## src/rtl/producao_bcd.sv

```systemverilog
// producao_bcd: bottle-sealing counter with BCD cork stock, BCD dozen count and a
// scanned 4-digit display index.
module producao_bcd #(
    parameter int DIV_SCAN       = 50000,
    parameter int RECARGA        = 20,
    parameter int GARRAFAS_DUZIA = 12
) (
    input  logic       clk,
    input  logic       reset,
    input  logic       ligado,
    input  logic       garrafa_vedada,
    input  logic       repor_rolhas,
    output logic [3:0] duzias_dezenas,
    output logic [3:0] duzias_unidades,
    output logic [3:0] rolhas_dezenas,
    output logic [3:0] rolhas_unidades,
    output logic [1:0] contador,
    output logic       sem_rolhas,
    output logic [1:0] estado
);
    localparam logic [1:0] PARADO   = 2'b00;
    localparam logic [1:0] OPERANDO = 2'b01;
    localparam logic [1:0] FALTA    = 2'b10;
    localparam int PW = (DIV_SCAN > 2) ? $clog2(DIV_SCAN) : 1;

    logic          armado_q, garrafa_q, repor_q, sem_q, sem_d;
    logic [3:0]    dz_dez_q, dz_dez_d, dz_uni_q, dz_uni_d;
    logic [3:0]    rl_dez_q, rl_dez_d, rl_uni_q, rl_uni_d;
    logic [3:0]    garrafas_q, garrafas_d;
    logic [1:0]    estado_q, estado_d, contador_q, contador_d;
    logic [PW-1:0] presc_q, presc_d;
    logic          sel_ev, rep_ev, aceita, virou, cheio, inc, fim;
    logic [6:0]    stock, recarregado, stock_d;
    logic [7:0]    soma;

    // armado_q masks the first edge after reset so an input already high is not an event
    always_comb begin
        sel_ev      = armado_q & garrafa_vedada & ~garrafa_q;
        rep_ev      = armado_q & repor_rolhas & ~repor_q;
        aceita      = sel_ev & ((estado_q == OPERANDO) | ((estado_q == FALTA) & rep_ev));
        stock       = 7'(rl_dez_q) * 7'd10 + 7'(rl_uni_q);
        soma        = 8'(stock) + 8'(RECARGA);
        recarregado = !rep_ev ? stock : (soma > 8'd99) ? 7'd99 : soma[6:0];
        stock_d     = (aceita && recarregado != 7'd0) ? recarregado - 7'd1 : recarregado;
        rl_dez_d    = 4'(stock_d / 7'd10);
        rl_uni_d    = 4'(stock_d % 7'd10);
        sem_d       = (stock_d == 7'd0);
        virou       = aceita && (garrafas_q == 4'(GARRAFAS_DUZIA - 1));
        garrafas_d  = !aceita ? garrafas_q : virou ? 4'd0 : garrafas_q + 4'd1;
        cheio       = (dz_dez_q == 4'd9) && (dz_uni_q == 4'd9);
        inc         = virou && !cheio;
        dz_uni_d    = !inc ? dz_uni_q : (dz_uni_q == 4'd9) ? 4'd0 : dz_uni_q + 4'd1;
        dz_dez_d    = (inc && dz_uni_q == 4'd9) ? dz_dez_q + 4'd1 : dz_dez_q;
        estado_d    = !ligado ? PARADO : (stock_d != 7'd0) ? OPERANDO : FALTA;
        fim         = (presc_q == PW'(DIV_SCAN - 1));
        presc_d     = fim ? '0 : presc_q + PW'(1);
        contador_d  = contador_q + 2'(fim);
    end

    always_ff @(posedge clk or posedge reset) begin
        if (reset) begin
            armado_q   <= 1'b0;
            garrafa_q  <= 1'b0;
            repor_q    <= 1'b0;
            dz_dez_q   <= '0;
            dz_uni_q   <= '0;
            rl_dez_q   <= '0;
            rl_uni_q   <= '0;
            garrafas_q <= '0;
            estado_q   <= PARADO;
            sem_q      <= 1'b1;
            presc_q    <= '0;
            contador_q <= '0;
        end else begin
            armado_q   <= 1'b1;
            garrafa_q  <= garrafa_vedada;
            repor_q    <= repor_rolhas;
            dz_dez_q   <= dz_dez_d;
            dz_uni_q   <= dz_uni_d;
            rl_dez_q   <= rl_dez_d;
            rl_uni_q   <= rl_uni_d;
            garrafas_q <= garrafas_d;
            estado_q   <= estado_d;
            sem_q      <= sem_d;
            presc_q    <= presc_d;
            contador_q <= contador_d;
        end
    end

    assign duzias_dezenas  = dz_dez_q;
    assign duzias_unidades = dz_uni_q;
    assign rolhas_dezenas  = rl_dez_q;
    assign rolhas_unidades = rl_uni_q;
    assign contador        = contador_q;
    assign sem_rolhas      = sem_q;
    assign estado          = estado_q;
endmodule

```

## config.mk

```make
export PLATFORM = sky130hd
export DESIGN_NAME = producao_bcd
export DESIGN_NICKNAME = d
export VERILOG_FILES = /design/src/rtl/producao_bcd.sv
export SDC_FILE = /design/constraint.sdc
export NUM_CORES = 1
export LEC_CHECK = 0
export ABC_AREA = 1
export CAP_MARGIN = 20
export CORE_MARGIN = 3
export CORE_UTILIZATION = 50
export CTS_BUF_LIST = sky130_fd_sc_hd__clkbuf_8
export DETAILED_ROUTE_END_ITERATION = 8
export PLACE_DENSITY_LB_ADDON = 0.25
export SLEW_MARGIN = 20
export SYNTH_ARGS = -nofsm -noshare
export SYNTH_HDL_FRONTEND = slang
export SYNTH_SLANG_ARGS = --single-unit
```

## constraint.sdc

```tcl
create_clock -name clk -period 5.35 [get_ports clk]
set_input_delay 1.07 -clock clk [delete_from_list [all_inputs] [get_ports clk]]
set_output_delay 1.07 -clock clk [all_outputs]
set_load 0.1 [all_outputs]
```

; ---- After elaboration in Yosys (flattened, before gate mapping)
; Index checks and enable logic that the tools add are counted.
[totals]
word_cells = 56
input_bits = 5
reg_bits = 44
[classes]
n_mul = 1
n_eq_ne = 6
addsub = 8
magnitude_cmp = 1
div = 2
mux = 8
bitwise_logic = 9
n_reduce_logical = 9
[op_table]
columns = cell, n
row1 = $mux W7, 3
row2 = $add A16 B1 Y16 const B, 1
row3 = $eq A16 B16 Y1 const B, 1
row4 = $mux W16, 1
row5 = $reduce_bool A7 Y1, 2
row6 = $add A4 B1 Y4 const B, 3
row7 = $eq A4 B4 Y1 const B, 3
row8 = $add A7 B5 Y8 const B, 1
row9 = $gt A8 B7 Y1 const B, 1
row10 = $mux W4, 2
row11 = $add A7 B4 Y7, 1
row12 = $div A7 B4 Y7 const B, 1
row13 = $logic_not A7 Y1, 1
row14 = $mod A7 B4 Y7 const B, 1
row15 = $sub A7 B1 Y7 const B, 1
row16 = $and A1 B1 Y1, 6
row17 = $mul A4 B3 Y6 const B, 1
row18 = $logic_and A1 B1 Y1, 5
row19 = $mux W2, 2
row20 = $add A2 B1 Y2, 1
row21 = $eq A2 B1 Y1 const B, 1
row22 = $eq A2 B2 Y1 const B, 1
row23 = $not A1 Y1, 2
row24 = $logic_not A1 Y1, 1
row25 = $or A1 B1 Y1, 1

; ---- Depth between registers and ports, before layout
; Gate-level depths: netlist (run 1).
[depth]
depth_word = 12
mapped_depth = 46
depth_no_buf = 46

; ---- Worst setup path after synthesis (run 1)
; OpenSTA, ideal clock, no wires.
[synth_path]
path_kind = reg-to-reg
startpoint = register rl_dez_q[3] (netlist: rolhas_dezenas[3])
endpoint = register rl_uni_q[3] (netlist: rolhas_unidades[3])
slack_ps = -113
path_buffers = 0
arrival_time_ps = 5398
required_ps = 5285
period_less_slack_ps = 5463
stages_incl_launch_ff = 41
setup_ps = 65
cell_sequence = dfrtp_1 -> ha_1 -> ha_1 -> inv_1 -> fa_1 -> nor2_1 -> nand4_1 -> nand3_1 -> nand2_2 -> nand2_1 -> nand2_2 -> nand2_4 -> nand2_2 -> a21oi_2 -> ha_1 -> nand3_1 -> nor2_4 -> nand2_2 -> [5 not listed] -> nand3_1 -> nand2_2 -> inv_2 -> ha_1 -> nand2_1 -> nand2_1 -> nand3_4 -> nand2_4 -> nand2_2 -> nand2_2 -> ha_1 -> inv_1 -> nand3_1 -> nand2_1 -> clkinv_2 -> nand3_2 -> nand2_1 -> nand2_1
[synth_via]
elab_chain_len = 10
word_cells_on_any_way = 11
cone_classes = add/sub: 3 / mul: 1 / div: 1 / order compare: 1 / mux: 3 / reduce/logical: 2
[synth_lines]
columns = element, line
row1 = "start, declared", 28  ; logic [3:0] rl_dez_q, rl_dez_d, rl_uni_q, rl_uni_d;
row2 = "start signal, assigned", 80  ; rl_dez_q <= rl_dez_d;
row3 = $mul A4 B3 Y6 (*), 41  ; stock = 7'(rl_dez_q) * 7'd10 + 7'(rl_uni_q);
row4 = $add A7 B4 Y7 (*), 41
row5 = $add A7 B5 Y8, 42  ; soma = 8'(stock) + 8'(RECARGA);
row6 = $gt A8 B7 Y1, 43  ; recarregado = !rep_ev ? stock : (soma > 8'd99) ? 7'd99 : soma[6:0];
row7 = $mux W7, 43
row8 = $mux W7 (*), 43
row9 = branches (longest 2 deep; another with $sub A7 B1 Y7), -
row10 = $mux W7 (*), 44  ; stock_d = (aceita && recarregado != 7'd0) ? recarregado - 7'd1 : recarregado;
row11 = $mod A7 B4 Y7 (*), 46  ; rl_uni_d = 4'(stock_d % 7'd10);
row12 = net rl_uni_d[3], 28
row13 = "end signal, assigned", 81  ; rl_uni_q <= rl_uni_d;
row14 = "end, declared", 28
; Mark *: on every way through the listed nets, which the timed path passes.
; A chain may end at the register's enable or synchronous reset.

; ---- Worst setup path after layout (run 1)
[layout_path]
startpoint = register rl_dez_q[1] (netlist: rolhas_dezenas[1])
endpoint = register rl_uni_q[1] (netlist: rolhas_unidades[1])
; Same word-level chain as after synthesis.

==> run metrics, run 1 <==
Wirelength per Cell between 10 and 15 um; Synth cell types 38; CP Class register to register; Synth area leaders dfrtp_1, nand2_1, inv_1, ha_1, nand2_2; Hold Vio Cnt, Final 0; Final nets roughly 490; Post-DP Area around 3600 sq um; maximum clock insertion buffer count 2; Stages on worst setup path roughly 40; IO Pins 26; most frequent CP cell nand2_2; FF-to-FF setup slack roughly 300 ps; Max Transition Viols Final 0; vias per cell 5.028; Final GP Congestion approximately 0.83; via count 2700; period utilisation layout roughly 94%; first-pass GRT wire length approximately 11000 um; DRT Pass-1 Iters 4; GRT Residual Overflow 0; Core ar. 6061 sq um; critical path's largest stage delay around 450 ps; Syn. warnings 0; layout cells sized above 1 between 20% and 30%; area grow syn2layout 19.18%; Die Y about 86 um; die width ~86 um; Synth Cell Area 3216 sq um; critical path's slowest cell fa_1; Critical path buffers and inverters 8; Fmax about 200 MHz; die area about 7400 sq um; Ant. Diodes 0; delay-heaviest family, CP simple AND/OR/NAND/NOR gates; Initial Util between 50% and 60%; CTS Buf Count 5; hold path depth 1; remaining design rule violation count 0; worst slew pin tran about 1000 ps; DP HPWL 4819 um; syn_nets 442; sequential fraction of the synthesis area around a third; Worst EP required around 5500 ps; largest area contributor in the netlist dfrtp_1; crit path DAT 5230 ps; MaxCap Viol Count 0; crit path time final between 5000 and 6000 ps; Sequential Area roughly 1100 sq um; post-synthesis register bit count 44; Final ANT Viol Nets 0; clock-pin slew on the worst setup and hold paths around 80 ps; root buffer cell clkbuf_8; worst-case reg-to-reg path depth 41; Async S/R FF share, synth 100.0%; IO Port Bufs 25; Worst slew margin 33.79%; most frequently used cell type in the post-synthesis netlist nand2_1; Worst Skew roughly 11 ps; H-tree Lvls 2; largest fanout on the critical path 5; outcome finished clean; Setup Viol. Count Final 0; Post-synth EDFFs 0; CTS tree done; Filler cells 535; GR Util All Layers roughly 18%; top-area cell type share of the netlist area between 30% and 40%; Main synth FF type dfrtp_1; Iter 0 DRT Violations 158; Critical Path Start Type register; Post-Route WL approximately 6300 um; # hold bufs at CTS 0; worst hold path class register to register; antenna violations before repair 0; multi-input logic area 1831 sq um; maximum number of pins on one net before global-route repair 45; Syn Area/Cell 7.693 sq um; vias in the first global route approximately 2500; clk_lat worst skew roughly 300 ps; Finished Cell Area 3832 sq um; Rows 28; Setup TNS Final 0 ps; CP Capture Type register; Post-Syn Instances roughly 420; CTS sink count 44; synth cell count leaders nand2_1, inv_1, dfrtp_1
## worst register-to-register path, delay by kind of cell, from the launching register on
family | cells | cell delay, ps
simple gates | 25 | 2120
compound gates | 2 | 410
fa+ha+maj | 6 | 1400
flops | 1 | 440
buf+inv | 8 | 570
## path summary, 6_finish.rpt
check,startpoint,endpoint
setup reg to reg,rolhas_dezenas[1],rolhas_unidades[1]
hold reg to reg,contador[1],contador[1]
hold / removal,contador[1],contador[1]
min in group asynchronous,reset,duzias_unidades[0]
setup / recovery,rolhas_dezenas[1],rolhas_unidades[1]
max in group asynchronous,reset,rolhas_dezenas[3]
## layout by cell type (no fill, tap or decap), drive strengths merged, types with 5 or more instances in the layout
cell type,count
ha,17
nand4,17
o21ai,16
buf,12
nor2,43
clkbuf,6
inv,85
xor2,10
nand2,113
nand3,37
clkdlybuf4s50,25
dfrtp,43
a21oi,11
nor3,5
## cell type report
type	instances	share of cell area [%]
well taps	75	2.449
flip-flops and latches	44	28.93
clock inverters	2	1.012
multi-input cells	286	47.76
inverters	87	8.815
repair buffers	37	8.880
clock buffers	6	2.155
## logic make-up after synthesis
group                      after synthesis  synth area share, %
buffers and inverters                   88                10.74
xor gates and xnor gates                12                3.268
DFF                                     44                34.28
AOI/OAI and AO/OA                       32                5.915
and+or+nand+nor                        222                37.82
other                                    1               0.1166
adders and majority gates               19                7.860
## flip-flops by register name (all words and copies together), names as in the netlist
name and cells:
contador 2, sem_rolhas 1, repor_q 1, duzias_unidades 4, duzias_dezenas 4, armado_q 1, rolhas_dezenas 4, garrafa_q 1
rolhas_unidades 4, presc_q 16, garrafas_q 4, estado 2
## timing repair
| action | in CTS | in global routing |
|---|---|---|
| resized for setup | 0 | 14 |
| setup endpoints to repair | 0 | 4 |
| setup buffers | 0 | 7 |
## per-stage QoR
stage                     std cells  setup slack [ps]  utilization, %  hold WS, ps
after floorplan                 418             85.85               -        432.9
after global placement          522             316.1           59.33        455.4
after detailed placement        522             196.9           59.33        466.2
after CTS                       530             169.5           61.33        483.7
after global routing            537            -60.23           63.23        501.3
final                           537             301.9           63.23        484.5
## layer usage
layer  track usage, %  routed length [um]  share of wire [%]
met1            24.20                2926                 46
met2            29.78                3115                 49
met3            3.327                 209                3.3
met4            4.533                  97                1.5
met5                0                   0                  0
Power of run 1 is not shown: default switching activity piles up to over one toggle a cycle in this logic, so the estimate is an artifact.
==> run 2, diff against run 1 <==
--- a/config.mk
+++ b/config.mk
@@ -8,7 +8,7 @@
 export ABC_AREA = 1
 export CAP_MARGIN = 20
 export CORE_MARGIN = 3
-export CORE_UTILIZATION = 50
+export CORE_UTILIZATION = 54
 export CTS_BUF_LIST = sky130_fd_sc_hd__clkbuf_8
 export DETAILED_ROUTE_END_ITERATION = 8
 export PLACE_DENSITY_LB_ADDON = 0.25
==> run 2 against run 1 <==
Effect of this change: cell area grew 2.6%; die area shrank 6.9%; final cell count shrank 0.37%; first-iteration DRC count shrank 33%; wire length grew 1.0%; non-clock buffer count grew 1; register-to-register slack is essentially flat; sequential share of layout area shrank 0.73 points; count of clock-buffer cells in the layout is the same; critical path depth grew 3; maximum frequency grew 0.25%; critical path type unchanged.
==> run metrics, run 2 (synthesis gave the netlist of run 1 again) <==
outcome finished clean; Rows 27; remaining design rule violation count 0; first-pass GRT wire length ~11000 um; vias per cell between 5 and 6; most frequent cells in the layout inv_1, nand2_1, dfrtp_1; crit path DAT roughly 5200 ps; Metal-1 WL roughly 3000 um; Setup Viol. Count Final 0; Max Used Layer met4; DRT Pass-1 Iters 4; Worst slew margin 34.49%; Core ar. roughly 5600 sq um; IO Port Bufs 25; Top reg by flops presc_q; most frequent CP cell nand2_4; die area 6916 sq um; vias in the first global route 2503; Worst EP required ~5500 ps; root buffer cell clkbuf_8; Critical Path Start Type register; dpl cells roughly 520; clk_lat worst skew approximately 300 ps; CTS Buf Count 5; Setup WS pre-CTS 74.25 ps; Final nets 486; critical path's largest stage delay 480 ps; DP HPWL between 4000 and 5000 um; Worst Skew around 13 ps; slack of the critical path approximately 310 ps; Filler cells 433; wire length on met3 between 200 and 250 um; Fmax 198.6 MHz; CP Capture Type register; GRT Residual Overflow 0; Ant. Diodes 0; IO Pins 26; Finished Cell Area just under 4000 sq um; H-tree Lvls 2; via count around 2700; Iter 0 DRT Violations roughly 110; area grow syn2layout 22.26%; CP Class register to register; maximum clock insertion buffer count 2; largest fanout on the critical path 5; Post-DP Area roughly 3600 sq um; critical path's slowest cell fa_1; Post-Route WL around 6400 um; crit path time final 5036 ps; post-route insts no fill 535; layout cells sized above 1 about a quarter; GR Util All Layers between 10% and 20%; clock-pin slew on the worst setup and hold paths about 80 ps; Hold Vio Cnt, Final 0; worst hold path class register to register; MaxCap Viol Count 0; maximum number of pins on one net before global-route repair 45; Wirelength per Cell 11.99 um; most common cell after layout, fill and taps aside inv_1; period utilisation layout a little over nine tenths; CTS tree done; Initial Util a little under three fifths; Max Transition Viols Final 0; die width slightly above 80 um; max FFs per register 16; CTS sink count 44; met2 wire len between 3000 and 4000 um; antenna violations before repair 0; Final ANT Viol Nets 0; Final GP Congestion around 0.83; Die Y about 83 um; worst slew pin tran 979.6 ps
[run 2: cell types whose count changed in the layout (fill, tap and decap cells not counted), sizes merged]
cell / before / now
buf: 12 / 13
[run 2: final timing paths]
path,startpoint,end,slack [ps],depth (start not counted)
worst min register to register,presc_q[0],presc_q[0],460,1
worst max-delay path,rolhas_dezenas[1],rolhas_unidades[1],310,44
max in group asynchronous,reset,rolhas_unidades[1],3740,3
min in group asynchronous,reset,duzias_dezenas[2],1190,3
worst max register to register,rolhas_dezenas[1],rolhas_unidades[1],310,44
worst min-delay path,presc_q[0],presc_q[0],460,1
[run 2: cell type report]
class	instances	area, sq um	share of cell area [%]
inverters	87	340.3	8.657
multi-input cells	286	1923	48.92
clock buffers	6	82.58	2.101
flip-flops and latches	44	1109	28.20
well taps	72	90.09	2.292
repair buffers	38	347.8	8.848
clock inverters	2	38.79	0.9866
[run 2: per-stage QoR]
step	utilization (%)	TNS (ps)	hold WS (ps)
floorplan	-	0	432.9
global placement	63.67	0	450.9
detailed placement	63.67	0	455.8
CTS	65.82	0	467.1
global route	69.68	-149.7	481.2
finish	69.68	0	459.6
[run 2: metal layers]
metal | GRT usage, % | vias up
li1 | - | 1402
met1 | 24.53 | 1241
met2 | 31.20 | 36
met3 | 4.167 | 8
met4 | 6.984 | 0
met5 | 0 | -
[run 2: what timing repair did]
item,CTS,global route
buffers inserted,0,8
hold buffers,0,0
endpoints found under the setup margin,0,4
endpoints found under the hold margin,0,0
gates resized for setup,0,37
[run 2: critical path: cells and delay by family (launching register included)]
kind / cells / cell delay [ps]
simple gates: 30 / 2410
fa+ha+maj: 6 / 1320
buf+inv: 7 / 520
flops: 1 / 450
compound gates: 1 / 240
Power of run 2 is left out for the same reason.
